### src/rtl/mouse_adapter_if.sv
// Packet and output bundle between the HPS mouse source and the mouse_adapter.
// The adapter takes the slave modport; the host or bench takes the master.
interface mouse_adapter_if;
  logic [24:0] ps2_mouse;
  logic [1:0]  mouse_type;
  logic [7:0]  kemp_x;
  logic [7:0]  kemp_y;
  logic [2:0]  kemp_btn;
  logic [3:0]  amx_quad;
  logic [2:0]  amx_btn;
  logic        pkt_strobe;

  modport slave (
    input  ps2_mouse, mouse_type,
    output kemp_x, kemp_y, kemp_btn, amx_quad, amx_btn, pkt_strobe
  );

  modport master (
    output ps2_mouse, mouse_type,
    input  kemp_x, kemp_y, kemp_btn, amx_quad, amx_btn, pkt_strobe
  );
endinterface

### src/rtl/mouse_adapter.sv
// Turns HPS mouse packets into Kempston absolute position or AMX quadrature,
// selected by mouse_type. Every output is driven straight from a register.
module mouse_adapter #(
  parameter int unsigned STEP_DIV = 1600
) (
  input  logic            clk_sys,
  input  logic            reset,
  mouse_adapter_if.slave  bus
);

  localparam logic [15:0] DIV_LAST = 16'(STEP_DIV - 1);
  localparam logic [1:0]  MT_AMX   = 2'd1;
  localparam logic [1:0]  MT_KEMP  = 2'd2;

  logic              init_q, init_d;
  logic              tog_q, tog_d;
  logic [1:0]        mt_q, mt_d;
  logic              strobe_q, strobe_d;
  logic [7:0]        kx_q, kx_d, ky_q, ky_d;
  logic [2:0]        kbtn_q, kbtn_d, abtn_q, abtn_d;
  logic [1:0]        phx_q, phx_d, phy_q, phy_d;
  logic signed [9:0] pend_x_q, pend_x_d, pend_y_q, pend_y_d;
  logic [15:0]       div_q, div_d;

  logic              accept, type_chg, amx, kemp, tick;
  logic signed [8:0] dx, dy;
  logic [7:0]        status;
  logic              unused_status;

  function automatic logic [1:0] ph_fwd(input logic [1:0] p);
    case (p)
      2'b00:   return 2'b01;
      2'b01:   return 2'b11;
      2'b11:   return 2'b10;
      default: return 2'b00;
    endcase
  endfunction

  function automatic logic [1:0] ph_rev(input logic [1:0] p);
    case (p)
      2'b00:   return 2'b10;
      2'b10:   return 2'b11;
      2'b11:   return 2'b01;
      default: return 2'b00;
    endcase
  endfunction

  // Delta and step are folded into one saturating sum so neither is lost
  // when a packet lands on a tick; step direction comes from the old count.
  function automatic logic signed [9:0] pend_next(
    input logic signed [9:0] pend,
    input logic signed [8:0] delta,
    input logic              add,
    input logic              stp
  );
    logic signed [11:0] s;
    s = {{2{pend[9]}}, pend};
    if (add) s = s + {{3{delta[8]}}, delta};
    if (stp && !pend[9] && (pend != 10'sd0)) s = s - 12'sd1;
    else if (stp && pend[9])                 s = s + 12'sd1;
    if (s > 12'sd511)       return 10'sd511;
    else if (s < -12'sd512) return -10'sd512;
    else                    return s[9:0];
  endfunction

  always_comb begin
    status        = bus.ps2_mouse[7:0];
    dx            = {status[4], bus.ps2_mouse[15:8]};
    dy            = {status[5], bus.ps2_mouse[23:16]};
    unused_status = ^{status[7:6], status[3]};
    accept        = !init_q && (bus.ps2_mouse[24] != tog_q);
    type_chg      = bus.mouse_type != mt_q;
    amx           = !type_chg && (bus.mouse_type == MT_AMX);
    kemp          = !type_chg && (bus.mouse_type == MT_KEMP);
    tick          = amx && (div_q == DIV_LAST);

    init_d   = 1'b0;
    tog_d    = bus.ps2_mouse[24];
    mt_d     = bus.mouse_type;
    strobe_d = accept;
    kx_d     = kx_q;
    ky_d     = ky_q;
    kbtn_d   = kbtn_q;
    abtn_d   = abtn_q;
    phx_d    = phx_q;
    phy_d    = phy_q;
    pend_x_d = pend_x_q;
    pend_y_d = pend_y_q;
    div_d    = div_q;

    if (type_chg) begin
      pend_x_d = '0;
      pend_y_d = '0;
      div_d    = '0;
      kbtn_d   = '0;
      abtn_d   = '0;
    end else if (amx) begin
      div_d    = tick ? '0 : div_q + 16'd1;
      pend_x_d = pend_next(pend_x_q, dx, accept, tick);
      pend_y_d = pend_next(pend_y_q, dy, accept, tick);
      if (tick && !pend_x_q[9] && (pend_x_q != 10'sd0)) phx_d = ph_fwd(phx_q);
      else if (tick && pend_x_q[9])                     phx_d = ph_rev(phx_q);
      if (tick && !pend_y_q[9] && (pend_y_q != 10'sd0)) phy_d = ph_fwd(phy_q);
      else if (tick && pend_y_q[9])                     phy_d = ph_rev(phy_q);
      if (accept) abtn_d = status[2:0];
    end else if (kemp && accept) begin
      kx_d   = kx_q + dx[7:0];
      ky_d   = ky_q + dy[7:0];
      kbtn_d = status[2:0];
    end
  end

  always_ff @(posedge clk_sys or posedge reset) begin
    if (reset) begin
      init_q   <= 1'b1;
      tog_q    <= 1'b0;
      mt_q     <= '0;
      strobe_q <= 1'b0;
      kx_q     <= '0;
      ky_q     <= '0;
      kbtn_q   <= '0;
      abtn_q   <= '0;
      phx_q    <= '0;
      phy_q    <= '0;
      pend_x_q <= '0;
      pend_y_q <= '0;
      div_q    <= '0;
    end else begin
      init_q   <= init_d;
      tog_q    <= tog_d;
      mt_q     <= mt_d;
      strobe_q <= strobe_d;
      kx_q     <= kx_d;
      ky_q     <= ky_d;
      kbtn_q   <= kbtn_d;
      abtn_q   <= abtn_d;
      phx_q    <= phx_d;
      phy_q    <= phy_d;
      pend_x_q <= pend_x_d;
      pend_y_q <= pend_y_d;
      div_q    <= div_d;
    end
  end

  assign bus.kemp_x     = kx_q;
  assign bus.kemp_y     = ky_q;
  assign bus.kemp_btn   = kbtn_q;
  assign bus.amx_quad   = {phx_q, phy_q};
  assign bus.amx_btn    = abtn_q;
  assign bus.pkt_strobe = strobe_q;

endmodule

### src/flat_wrapper.sv
// flat-port wrapper written by rule: the top's interface ports become plain ports
module mouse_adapter_flat 
#(
  parameter int unsigned STEP_DIV = 1600
)
  (clk_sys, reset, bus_ps2_mouse, bus_mouse_type, bus_kemp_x, bus_kemp_y, bus_kemp_btn, bus_amx_quad, bus_amx_btn, bus_pkt_strobe);
  mouse_adapter_if bus_i ();
  input  logic clk_sys;
  input  logic reset;
  input wire logic [$bits(bus_i.ps2_mouse)-1:0] bus_ps2_mouse;
  input wire logic [$bits(bus_i.mouse_type)-1:0] bus_mouse_type;
  output wire logic [$bits(bus_i.kemp_x)-1:0] bus_kemp_x;
  output wire logic [$bits(bus_i.kemp_y)-1:0] bus_kemp_y;
  output wire logic [$bits(bus_i.kemp_btn)-1:0] bus_kemp_btn;
  output wire logic [$bits(bus_i.amx_quad)-1:0] bus_amx_quad;
  output wire logic [$bits(bus_i.amx_btn)-1:0] bus_amx_btn;
  output wire logic [$bits(bus_i.pkt_strobe)-1:0] bus_pkt_strobe;
  assign bus_i.ps2_mouse = bus_ps2_mouse;
  assign bus_i.mouse_type = bus_mouse_type;
  assign bus_kemp_x = bus_i.kemp_x;
  assign bus_kemp_y = bus_i.kemp_y;
  assign bus_kemp_btn = bus_i.kemp_btn;
  assign bus_amx_quad = bus_i.amx_quad;
  assign bus_amx_btn = bus_i.amx_btn;
  assign bus_pkt_strobe = bus_i.pkt_strobe;
  mouse_adapter #(.STEP_DIV(STEP_DIV)) u_core (.clk_sys(clk_sys), .reset(reset), .bus(bus_i));
endmodule
### config.mk
export PLATFORM = sky130hd
export DESIGN_NAME = mouse_adapter_flat
export DESIGN_NICKNAME = d
export VERILOG_FILES = /design/src/rtl/mouse_adapter_if.sv /design/src/rtl/mouse_adapter.sv /design/src/flat_wrapper.sv
export SDC_FILE = /design/constraint.sdc
export NUM_CORES = 1
export LEC_CHECK = 0
export CAP_MARGIN = 20
export CORE_MARGIN = 1.5
export CORE_UTILIZATION = 30
export DETAILED_ROUTE_END_ITERATION = 16
export PLACE_DENSITY = 0.51
export SKIP_CTS_REPAIR_TIMING = 1
export SLEW_MARGIN = 20
export SYNTH_ARGS = -nofsm -noshare
export SYNTH_HDL_FRONTEND = slang
export SYNTH_SLANG_ARGS = --single-unit
### constraint.sdc
create_clock -name clk_sys -period 7.55 [get_ports clk_sys]
set_input_delay 1.1325 -clock clk_sys [delete_from_list [all_inputs] [get_ports clk_sys]]
set_output_delay 1.1325 -clock clk_sys [all_outputs]
set_load 0.02 [all_outputs]
# After elaboration in Yosys (flattened, before gate mapping)
# Index checks and enable logic that the tools add are counted.
# word_totals
regBits,67
# op_classes
eq_ne,12
mux,39
addsub,9
reduce_logical,29
bitwise_logic,2
order_cmp,4
# ops
op,n
2-to-1 mux 12 bit,14
2-to-1 mux 10 bit,8
2-to-1 mux 16 bit,3
"adder 12 x 2 -> 12 bit, second input constant",2
"greater-than comparator 12 x 10 -> 1 bit, second input constant",2
"less-than comparator 12 x 10 -> 1 bit, second input constant",2
one-hot mux 2 bit (3 select lines),4
"subtractor 12 x 2 -> 12 bit, second input constant",2
adder 10 x 9 -> 11 bit,2
nonzero test 10 bit,2
2-to-1 mux 3 bit,6
"adder 16 x 1 -> 16 bit, second input constant",1
adder 8 bit,2
"== test 16 x 11 -> 1 bit, second input constant",1
logical AND 1 bit,11
"== test 2 bit, second input constant",5
nonzero test 2 bit,5
AND reduction 3 bit,3
2-to-1 mux 2 bit,4
"== test 2 x 1 -> 1 bit, second input constant",3
zero test 1 bit,4
zero test 2 bit,2
AND reduction 2 bit,2
"!= test 2 x 1 -> 1 bit, second input constant",1
3 further kinds,4

# Depth between registers and ports, before layout
# Gate-level depths: netlist (run 1).
# logic_depth
ltp_word,15
ltp_mapped,16

# Worst setup path after synthesis (run 1)
# No wires, ideal clock.
# synth_timing
path_kind,input -> register
startpoint,input bus_ps2_mouse[8]
endpoint,register u_core.pend_x_q[3]
required_ns,7.483
stages,12
path_buffers,0
setup_slack_ns,3.415
arrival_ns,4.068
cell_sequence,ha_1 > inv_1 > fa_1 > xnor2_1 > mux2i_1 > or4_1 > and4bb_1 > nand3_2 > and3b_1 > or4_4 > a31oi_4 > a221o_1
# synth_between
elab_chain_len,14
word_cells_on_any_way,16
cone_classes,add/sub: 3; order compare: 2; mux: 11
# synth_lines
element,line_no,source
from (decl),flat_wrapper.sv:10,input wire logic [$bits(bus_i.ps2_mouse)-1:0] bus_ps2_mouse;
adder 10 x 9 -> 11 bit (*),mouse_adapter.sv:58,"if (add) s = s + {{3{delta[8]}}, delta};"
2-to-1 mux 12 bit (*),mouse_adapter.sv:58,
2-to-1 mux 12 bit (*),mouse_adapter.sv:97,end else if (amx) begin
2-to-1 mux 12 bit (*),mouse_adapter.sv:91,if (type_chg) begin
adder 12 x 2 -> 12 bit,mouse_adapter.sv:60,else if (stp && pend[9]) s = s + 12'sd1;
2-to-1 mux 12 bit,mouse_adapter.sv:60,
2-to-1 mux 12 bit (*),mouse_adapter.sv:59,if (stp && !pend[9] && (pend != 10'sd0)) s = s - 12'sd1;
2-to-1 mux 12 bit (*),mouse_adapter.sv:97,
2-to-1 mux 12 bit (*),mouse_adapter.sv:91,
less-than comparator 12 x 10 -> 1 bit,mouse_adapter.sv:62,else if (s < -12'sd512) return -10'sd512;
2-to-1 mux 10 bit,mouse_adapter.sv:62,
2-to-1 mux 10 bit (*),mouse_adapter.sv:61,if (s > 12'sd511) return 10'sd511;
2-to-1 mux 10 bit (*),mouse_adapter.sv:97,
2-to-1 mux 10 bit (*),mouse_adapter.sv:91,
to (signal assigned),mouse_adapter.sv:139,pend_x_q <= pend_x_d;
to (decl),mouse_adapter.sv:22,"logic signed [9:0] pend_x_q, pend_x_d, pend_y_q, pend_y_d;"
# Every way passes the cells marked *; elsewhere a longest branch is shown, timed or not. The select of a mux whose other input is x is not followed.
# A chain may end at the register's enable or synchronous reset.

# Final worst setup path (run 1)
# layout_timing
startpoint,input bus_ps2_mouse[24]
endpoint,register u_core.pend_y_q[5]
# layout_between
elab_chain_len,15
word_cells_on_any_way,17
cone_classes,add/sub: 2; order compare: 2; eq/ne: 1; mux: 11; reduce/logical: 1
# layout_lines
element,line_no,source
!= test 1 bit (*),mouse_adapter.sv:71,accept = !init_q && (bus.ps2_mouse[24] != tog_q);
logical AND 1 bit (*),mouse_adapter.sv:71,
2-to-1 mux 12 bit (*),mouse_adapter.sv:58,
2-to-1 mux 12 bit (*),mouse_adapter.sv:97,
2-to-1 mux 12 bit (*),mouse_adapter.sv:91,
adder 12 x 2 -> 12 bit,mouse_adapter.sv:60,
2-to-1 mux 12 bit,mouse_adapter.sv:60,
2-to-1 mux 12 bit (*),mouse_adapter.sv:59,
2-to-1 mux 12 bit (*),mouse_adapter.sv:97,
2-to-1 mux 12 bit (*),mouse_adapter.sv:91,
less-than comparator 12 x 10 -> 1 bit,mouse_adapter.sv:62,
2-to-1 mux 10 bit,mouse_adapter.sv:62,
2-to-1 mux 10 bit (*),mouse_adapter.sv:61,
2-to-1 mux 10 bit (*),mouse_adapter.sv:97,
2-to-1 mux 10 bit (*),mouse_adapter.sv:91,
to (signal assigned),mouse_adapter.sv:140,pend_y_q <= pend_y_d;
to (decl),mouse_adapter.sv:22,
# Marks and branches as above.

==> impl_metrics.tcl, run 1 <==
set metrics [dict create \
    status "finished, final reports clean" \
    cap_viol_max_count 0 \
    area_growth_pct 19.58 \
    finalHoldViolCount 0 \
    dieArea_sq_um 18950 \
    grt_pass1_wl_um 23780 \
    arrival_ps 5180 \
    worst_skew_pair.late_latency_ps 340 \
    min_path_type "flop to flop" \
    start_kind "primary input" \
    drive_above_1_share 0.05128 \
    grt_max_degree 68 \
    viasPerCell 5.313 \
    wl_per_cell_um 14.93 \
    slew_viol_final 0 \
    fillers 1840 \
    drt_wl_total_um 13900 \
    placed_area_sq_um 6208 \
    postRouteAntennaNets 0 \
    drtIter0Drc 310 \
    power_density_nw_per_um2 191.3 \
    cpMostUsedCell "o211ai_1" \
    synth_edf_count 0 \
    p_switching_uw 396.8 \
    portBuffers 52 \
    initial_core_util 0.3049 \
    async_flop_share 1.000 \
    cts_made_buffers 9 \
    fin_crit_sh 0.6638 \
    tightest_slew_ps 914.8 \
    cts.path.max_buffers 2 \
    nets 770 \
    pwr-share-comb 0.316 \
    clock_skew_ps 7.489 \
    avgSynthCellArea_sq_um 8.368 \
    p_clk_frac 0.341 \
    p_sw_frac 0.3189 \
    antenna_cells 0 \
    p_int_uw 847.7 \
    track_usage 0.1591 \
    die_h_um 137.6 \
    antenna_found_initial 0 \
    fin_area_sq_um 6504 \
    synthCells 650 \
    ioPinCount 56 \
    grt_setup_unrepaired "no" \
    fin_crit_ps 5012 \
    synth-simple-area-share 0.2190 \
    fmax_mhz 199.5 \
    ys_ff_latch 67 \
    worstPathMaxFanout 30 \
    grt_pass1_vias 4844 \
    syn_nets 722 \
    power.leakage_uw 0.002728 \
    synth.area.mux_share 0.02830 \
    yosysWarnings 0 \
    critPathRequiredTime_ps 7720 \
    drc_errors 0 \
    whs_ps 462.5 \
    ys.flop_type "dfrtp_1" \
    synth_compound_area_frac 0.2298 \
    yosys.area_share.xor_xnor 0.07407 \
    synth_fa_ha_area_frac 0.1044 \
    coreArea_sq_um 17840 \
    rows 49 \
    netlist_area_sq_um 5439 \
    slowest_delay_ps 760 \
    path_cells "clkdlybuf4s50_1 -> xnor2_1 -> or2_0 -> buf_4 -> o31ai_1 -> nor3b_1 -> nand4_1 -> nor2b_1 -> nand3_1 -> and3_1 -> o211ai_1 -> o211ai_1" \
    end_kind "flop" \
    clkSinkCount 67 \
    path_clk_slew_ps 50 \
    synth_cell_types 73 \
    cts-root-buf "clkbuf_16" \
    vias 4946 \
    htree_num_levels 3 \
    die_w_um 137.6 \
    p_seq_frac 0.343 \
    grt_remaining_overflow 0 \
    crit_slowest_cell "o31ai_1" \
    gp_congestion 0.8113 \
    drt-pass1-iter-count 7 \
    hpwl_um 10320 \
    synth_top_family_by_area "compound AO/OA/AOI/OAI gates" \
    yosysSeqAreaShare 0.3085 \
    relSlewSlack 0.3902 \
    setup_viol 0 \
    tritoncts "built" \
    fin_setup_tns_ps 0 \
    critPathKind "primary input to flop" \
    peakVddDrop_uv 118.9 \
]
-- power by group through the flow --
stage	Combinational (uW)	Clock (uW)	Sequential, uW
2_1_floorplan	226	0	469
3_3_place_gp	387	0	432
3_5_place_dp	397	0	434
4_1_cts	398	442	428
5_1_grt	448	456	433
6_report	393	424	427
-- synth_stat cells, drive strengths merged (5+ instances only) --
library cell	number	area [sq um]
nand2	71	269.0
o21ai	69	345.3
dfrtp	66	1652
nor2	61	236.5
ha	39	488.0
a21oi	35	175.2
inv	33	123.9
nand3	29	155.2
xnor2	23	201.4
xor2	23	201.4
clkbuf	15	56.30
o211ai	14	105.1
mux2i	12	120.1
nor3	10	50.05
o31ai	10	75.07
a221o	9	90.09
and3	9	56.30
nor4	8	71.32
a31oi	7	58.81
nor2b	7	43.79
or4	7	60.06
o21bai	6	45.04
or3	6	37.54
a211o	5	43.79
a21o	5	37.54
-- per-stage QoR --
| stage | utilization | cells | setup WS, ps | total power, uW |
|---|---|---|---|---|
| final | 0.3645 | 931 | 2538 | 1244 |
| after global routing | 0.3645 | 931 | 2097 | 1337 |
| after CTS | 0.3645 | 931 | 2536 | 1269 |
| after detailed placement | 0.3480 | 916 | 2163 | 831.6 |
| after global placement | 0.3480 | 916 | 2276 | 818.6 |
| after floorplan | - | 650 | 3415 | 695.1 |
-- registers in the layout, indices dropped and copies added (netlist names) --
| register | flops |
|---|---|
| u_core.phx_q | 2 |
| u_core.div_q | 16 |
| u_core.bus.kemp_y | 8 |
| u_core.bus.amx_btn | 3 |
| u_core.init_q | 1 |
| u_core.phy_q | 2 |
| u_core.pend_y_q | 10 |
| u_core.bus.pkt_strobe | 1 |
| u_core.bus.kemp_x | 8 |
| u_core.bus.kemp_btn | 3 |
| u_core.mt_q | 2 |
| u_core.pend_x_q | 10 |
| u_core.tog_q | 1 |
-- area by class of cell --
type,instances,area (sq um),share of cell area
clock buffers,13,260.3,0.04002
clock inverters,2,35.03,0.005387
inverters,33,123.9,0.01905
multi-input cells,532,3577,0.5500
flip-flops and latches,67,1678,0.2580
well taps,229,286.5,0.04406
repair buffers,55,543.0,0.08349
-- logic make-up (layout without fill, tap and decap cells) --
group	Yosys count	in the layout
compound gates	191	191
other cells	1	1
xor+xnor	46	46
mux	15	15
buf+inv	51	103
simple gates	236	236
fa+ha+maj	43	43
flops	67	67
-- layer usage --
layer  GRT usage  vias to the layer above  part of all wire
li1            -                     2478                 -
met1      0.2139                     2347              0.49
met2      0.2600                      112              0.46
met3     0.03201                        9             0.040
met4     0.04094                        0            0.0096
met5           0                        -                 0
-- worst paths after layout --
| kind | startpoint | endpoint | slack [ps] | cells after the start |
|---|---|---|---|---|
| min | u_core.bus.kemp_y[7] | u_core.bus.kemp_y[7] | 460 | 1 |
| max | bus_ps2_mouse[24] | u_core.pend_y_q[5] | 2540 | 12 |
| max in group asynchronous | reset | u_core.bus.kemp_y[2] | 5560 | 3 |
| max reg2reg | u_core.div_q[14] | u_core.pend_y_q[5] | 3290 | 9 |
| min reg2reg | u_core.bus.kemp_y[7] | u_core.bus.kemp_y[7] | 460 | 1 |
| min in group asynchronous | reset | u_core.div_q[10] | 1400 | 3 |
-- cell usage in the layout (no fill, tap or decap), drive strengths merged, types with 6 or more instances in the layout --
master and count:
mux2i 12, nor4 8, a221o 9, a31oi 7, o21ai 69, a21oi 35, or3 6, dfrtp 66
or4 7, clkdlybuf4s50 52, clkbuf 13, xnor2 23, and3 9, o21bai 6, nor2b 7, xor2 23
nor2 61, nand3 29, o31ai 10, nor3 10, ha 39, inv 33, nand2 71, o211ai 14
-- worst max-delay path: cells and delay by family --
family / cells / cell delay (ps)
buffers and inverters: 2 / 700
XOR/XNOR: 1 / 230
AND/OR/NAND/NOR: 6 / 1430
AO/OA/AOI/OAI: 3 / 1670
No activity file was read; power rests on OpenSTA's default activity.
==> inputs of run 2 (changes only) <==
Clock period 7.55 ns to 4.7 ns, I/O delays scaled along.
==> impl_metrics.tcl, run 2 (synthesized netlist as in run 1, its figures left out) <==
set metrics [dict create \
    track_usage 0.1573 \
    arrival_ps 4530 \
    utilization 0.3713 \
    finalHoldViolCount 0 \
    power.leakage_uw 0.002806 \
    htree_num_levels 3 \
    drt-pass1-iter-count 5 \
    power_density_nw_per_um2 299.0 \
    min_path_type "flop to flop" \
    regToRegSetupSlack_ps 820 \
    start_kind "primary input" \
    drt_wl_total_um 13850 \
    r2r_end "u_core.pend_x_q[8]" \
    slew_viol_final 0 \
    cts-root-buf "clkbuf_16" \
    hold_path_end "u_core.bus.kemp_y[7]" \
    cts_made_buffers 9 \
    viasPerCell 5.239 \
    final_cell_mix "nand2_1, dfrtp_1, o21ai_0" \
    largestRegisters "u_core.div_q: 16 flops, u_core.pend_x_q: 10 flops, u_core.pend_y_q: 10 flops" \
    regToRegStartpoint "u_core.div_q[14]" \
    fin_crit_ps 4258 \
    tritoncts "built" \
    clock_skew_ps 7.290 \
    hpwl_um 10760 \
    grt_pass1_vias 4925 \
    peakVddDrop_uv 213.5 \
    min-delay-start "u_core.bus.kemp_y[7]" \
    hold_depth 1 \
    antenna_found_initial 0 \
    final_common_cell "nand2_1" \
    drtIter0Drc 309 \
    fin_setup_tns_ps 0 \
    critPathRequiredTime_ps 4970 \
    relSlewSlack 0.4635 \
    grt_remaining_overflow 0 \
    postRouteAntennaNets 0 \
    die_w_um 137.6 \
    gp_congestion 0.8604 \
    clkSinkCount 67 \
    cts.path.max_buffers 2 \
    initial_core_util 0.3049 \
    critPathKind "primary input to flop" \
    nets 788 \
    grt_pass1_wl_um 23560 \
    vias 4977 \
    dieArea_sq_um 18950 \
    grt_max_degree 44 \
    worstRegToRegCells 10 \
    cap_viol_max_count 0 \
    max_flop_register "u_core.div_q" \
    coreArea_sq_um 17840 \
    status "finished, final reports clean" \
    portBuffers 52 \
    path_clk_slew_ps 50 \
    die_h_um 137.6 \
    fmax_mhz 234.8 \
    area_growth_pct 21.81 \
    worst_skew_pair.late_latency_ps 340 \
    drc_errors 0 \
    drive_above_1_share 0.07490 \
    setup_viol 0 \
    grt_setup_unrepaired "no" \
    ioPinCount 56 \
    wl_per_cell_um 14.58 \
    worstPathMaxFanout 9 \
    fin_crit_sh 0.9060 \
    rows 49 \
    largest_reg_flops 16 \
    tightest_slew_ps 804.8 \
    end_kind "flop" \
    antenna_cells 0 \
]
-- run 2: worst max path at each step --
stage / slack [ps] / end / cells after the start / from
6_report: 440 / u_core.pend_x_q[8] / 14 / bus_ps2_mouse[8]
4_1_cts: 450 / u_core.pend_x_q[8] / 13 / bus_ps2_mouse[8]
5_1_grt: 190 / u_core.pend_x_q[8] / 14 / bus_ps2_mouse[8]
3_5_place_dp: 110 / u_core.pend_x_q[8] / 13 / bus_ps2_mouse[8]
2_1_floorplan: 990 / u_core.pend_x_q[3] / 12 / bus_ps2_mouse[8]
3_3_place_gp: 180 / u_core.pend_x_q[7] / 13 / bus_ps2_mouse[8]
-- run 2: stage by stage --
| stage | std cells | worst slack, ps | instance area [sq um] | power (uW) | hold WS (ps) |
|---|---|---|---|---|---|
| global route | 950 | 185.7 | 6625 | 2125 | 499.0 |
| finish | 950 | 441.8 | 6625 | 1981 | 464.7 |
| floorplan | 650 | 992.5 | 5439 | 1117 | 468.7 |
| CTS | 950 | 452.7 | 6624 | 2013 | 469.8 |
| global placement | 934 | 178.9 | 6339 | 1330 | 455.0 |
| detailed placement | 934 | 111.6 | 6339 | 1349 | 460.7 |
-- run 2: where the power goes --
group	internal (uW)	total (uW)	leakage [uW]	switching [uW]
Clock	401	650	0.000136	249
Combinational	302	644	0.00176	342
Sequential	636	686	0.000906	50.2
Total	1340	1980	0.00281	642
-- run 2: per-layer routing --
metal	vias up	global-route usage	routed length, um
met5	-	0	0
li1	2515	-	-
met2	106	0.2528	6303
met3	19	0.03238	565
met4	0	0.04912	235
met1	2337	0.2112	6746
-- run 2: area by class of cell --
cell class | count | area [sq um]
multi-input cells | 532 | 3572
clock buffers | 15 | 277.8
fillers | 1827 | 11220
clock inverters | 1 | 7.507
flip-flops and latches | 67 | 1678
well taps | 229 | 286.5
inverters | 33 | 125.1
repair buffers | 73 | 678.2
-- run 2: critical path, stage by stage --
cell and delay, ps:
clkdlybuf4s50_1 510, ha_1 180, inv_1 60, fa_1 390, nor2b_1 220, o221ai_1 230
a2111o_1 450, nand3_1 170, and4bb_1 260, nand3_2 140, and3b_1 230, or4_4 520
a31oi_4 290, a221o_1 170
==> inputs of run 3 (changes only) <==
Settings changed: CORE_ASPECT_RATIO set to 1.4.
==> impl_metrics.tcl, run 3 (synthesized netlist as in run 1, its figures left out) <==
set metrics [dict create \
    status "finished, final reports clean" \
    placed_area_sq_um 6357 \
    power_density_nw_per_um2 310.7 \
    drt-pass1-iter-count 5 \
    worst_skew_pair.late_latency_ps 330 \
    grt_max_degree 37 \
    die_h_um 162.3 \
    start_kind "primary input" \
    portBuffers 52 \
    fin_crit_ps 4236 \
    nets 788 \
    dieArea_sq_um 18960 \
    final_cell_mix "nand2_1, dfrtp_1, o21ai_0" \
    fin_ws_ps 464.2 \
    clock_skew_ps 10.23 \
    end_kind "flop" \
    fmax_mhz 236.1 \
    path_clk_slew_ps 60 \
    hpwl_um 11110 \
    cts-root-buf "clkbuf_16" \
    worstPathMaxFanout 9 \
    r2r_end "u_core.pend_x_q[2]" \
    regToRegStartpoint "u_core.div_q[14]" \
    final_common_cell "nand2_1" \
    grt_remaining_overflow 0 \
    viasPerCell 5.268 \
    endpoint "u_core.pend_x_q[2]" \
    dp_cells 945 \
    setup_viol 0 \
    drt_wl_total_um 14610 \
    grt_pass1_vias 5023 \
    ioPinCount 56 \
    tritoncts "built" \
    peakVddDrop_uv 136.0 \
    fin_setup_tns_ps 0 \
    wl_per_cell_um 15.19 \
    regToRegSetupSlack_ps 700 \
    worstRegToRegCells 10 \
    layout.cells.non_filler 962 \
    vias 5068 \
    fin_crit_sh 0.9012 \
    startpoint "bus_ps2_mouse[8]" \
    htree_num_levels 3 \
    critPathKind "primary input to flop" \
    postRouteAntennaNets 0 \
    slew_viol_final 0 \
    largest_reg_flops 16 \
    initial_core_util 0.3047 \
    drtIter0Drc 255 \
    clkSinkCount 67 \
    dp_slack_ps 119.5 \
    critPathRequiredTime_ps 4960 \
    drc_errors 0 \
    gp_congestion 0.8701 \
    grt_pass1_wl_um 24110 \
    max_flop_register "u_core.div_q" \
    cts.path.max_buffers 2 \
    min_path_type "flop to flop" \
    rows 58 \
    coreArea_sq_um 17850 \
    largestRegisters "u_core.div_q: 16 flops, u_core.pend_x_q: 10 flops, u_core.pend_y_q: 10 flops" \
    tightest_slew_ps 861.0 \
    cts_made_buffers 9 \
    arrival_ps 4500 \
    cap_viol_max_count 0 \
    fillers 1864 \
    finalHoldViolCount 0 \
    relSlewSlack 0.4247 \
    fin_area_sq_um 6679 \
    power.leakage_uw 0.002823 \
    antenna_found_initial 1 \
    drive_above_1_share 0.07767 \
    track_usage 0.1597 \
    area_growth_pct 22.80 \
    die_w_um 116.8 \
    grt_setup_unrepaired "no" \
]
## run 3: cell count changes in the layout (fill, tap and decap cells not counted), moves of 2 or more
cell | previous run | this run
bufinv_16 | 0 | 2
clkbuf_1 | 3 | 1
clkbuf_8 | 3 | 0
clkinv_4 | 0 | 2
## run 3: layout make-up
class	instances	area [sq um]	area share
tap	240	300.3	0.04496
clock buffer	10	229.0	0.03428
multi-input combinational	532	3577	0.5356
sequential	67	1678	0.2512
inverter	33	123.9	0.01855
timing repair buffer	73	678.2	0.1015
antenna	1	2.502	0.0003747
clock inverter	6	90.09	0.01349
## run 3: layer usage
metal,global-route usage,part of all wire,up-vias
met3,0.03172,0.042,18
met5,0,0,-
met2,0.2844,0.50,115
li1,-,-,2519
met1,0.1891,0.44,2416
met4,0.05257,0.016,0
## run 3: how the worst min path moves through the flow
stage	start	end	cells after the start
after floorplan	u_core.div_q[3]	u_core.div_q[3]	1
after global placement	u_core.bus.kemp_x[7]	u_core.bus.kemp_x[7]	1
after detailed placement	u_core.bus.kemp_x[7]	u_core.bus.kemp_x[7]	1
after CTS	u_core.bus.kemp_y[7]	u_core.bus.kemp_y[7]	1
after global routing	u_core.bus.kemp_y[7]	u_core.bus.kemp_y[7]	1
final	u_core.bus.kemp_y[7]	u_core.bus.kemp_y[7]	1
## run 3: report_power, final
| part | switching, uW | internal, uW |
|---|---|---|
| clock | 271 | 466 |
| sequential | 54.2 | 635 |
| combinational | 349 | 301 |
## run 3: worst max-delay path, stage by stage
cell and delay (ps):
clkdlybuf4s50_1 500, ha_1 170, inv_1 50, fa_1 400, nor2b_1 220, o221ai_1 220
a2111o_1 440, nand3_1 160, and4bb_1 260, nand3_2 130, and3b_1 240, or4_4 530
a31oi_4 310, a221o_1 170
## run 3: stage by stage
step | total power (uW) | hold WS (ps) | utilization
2_1_floorplan | 1117 | 468.7 | -
3_3_place_gp | 1337 | 458.9 | 0.3561
3_5_place_dp | 1356 | 468.7 | 0.3561
4_1_cts | 2114 | 477.0 | 0.3740
5_1_grt | 2217 | 484.3 | 0.3740
6_report | 2075 | 466.6 | 0.3741
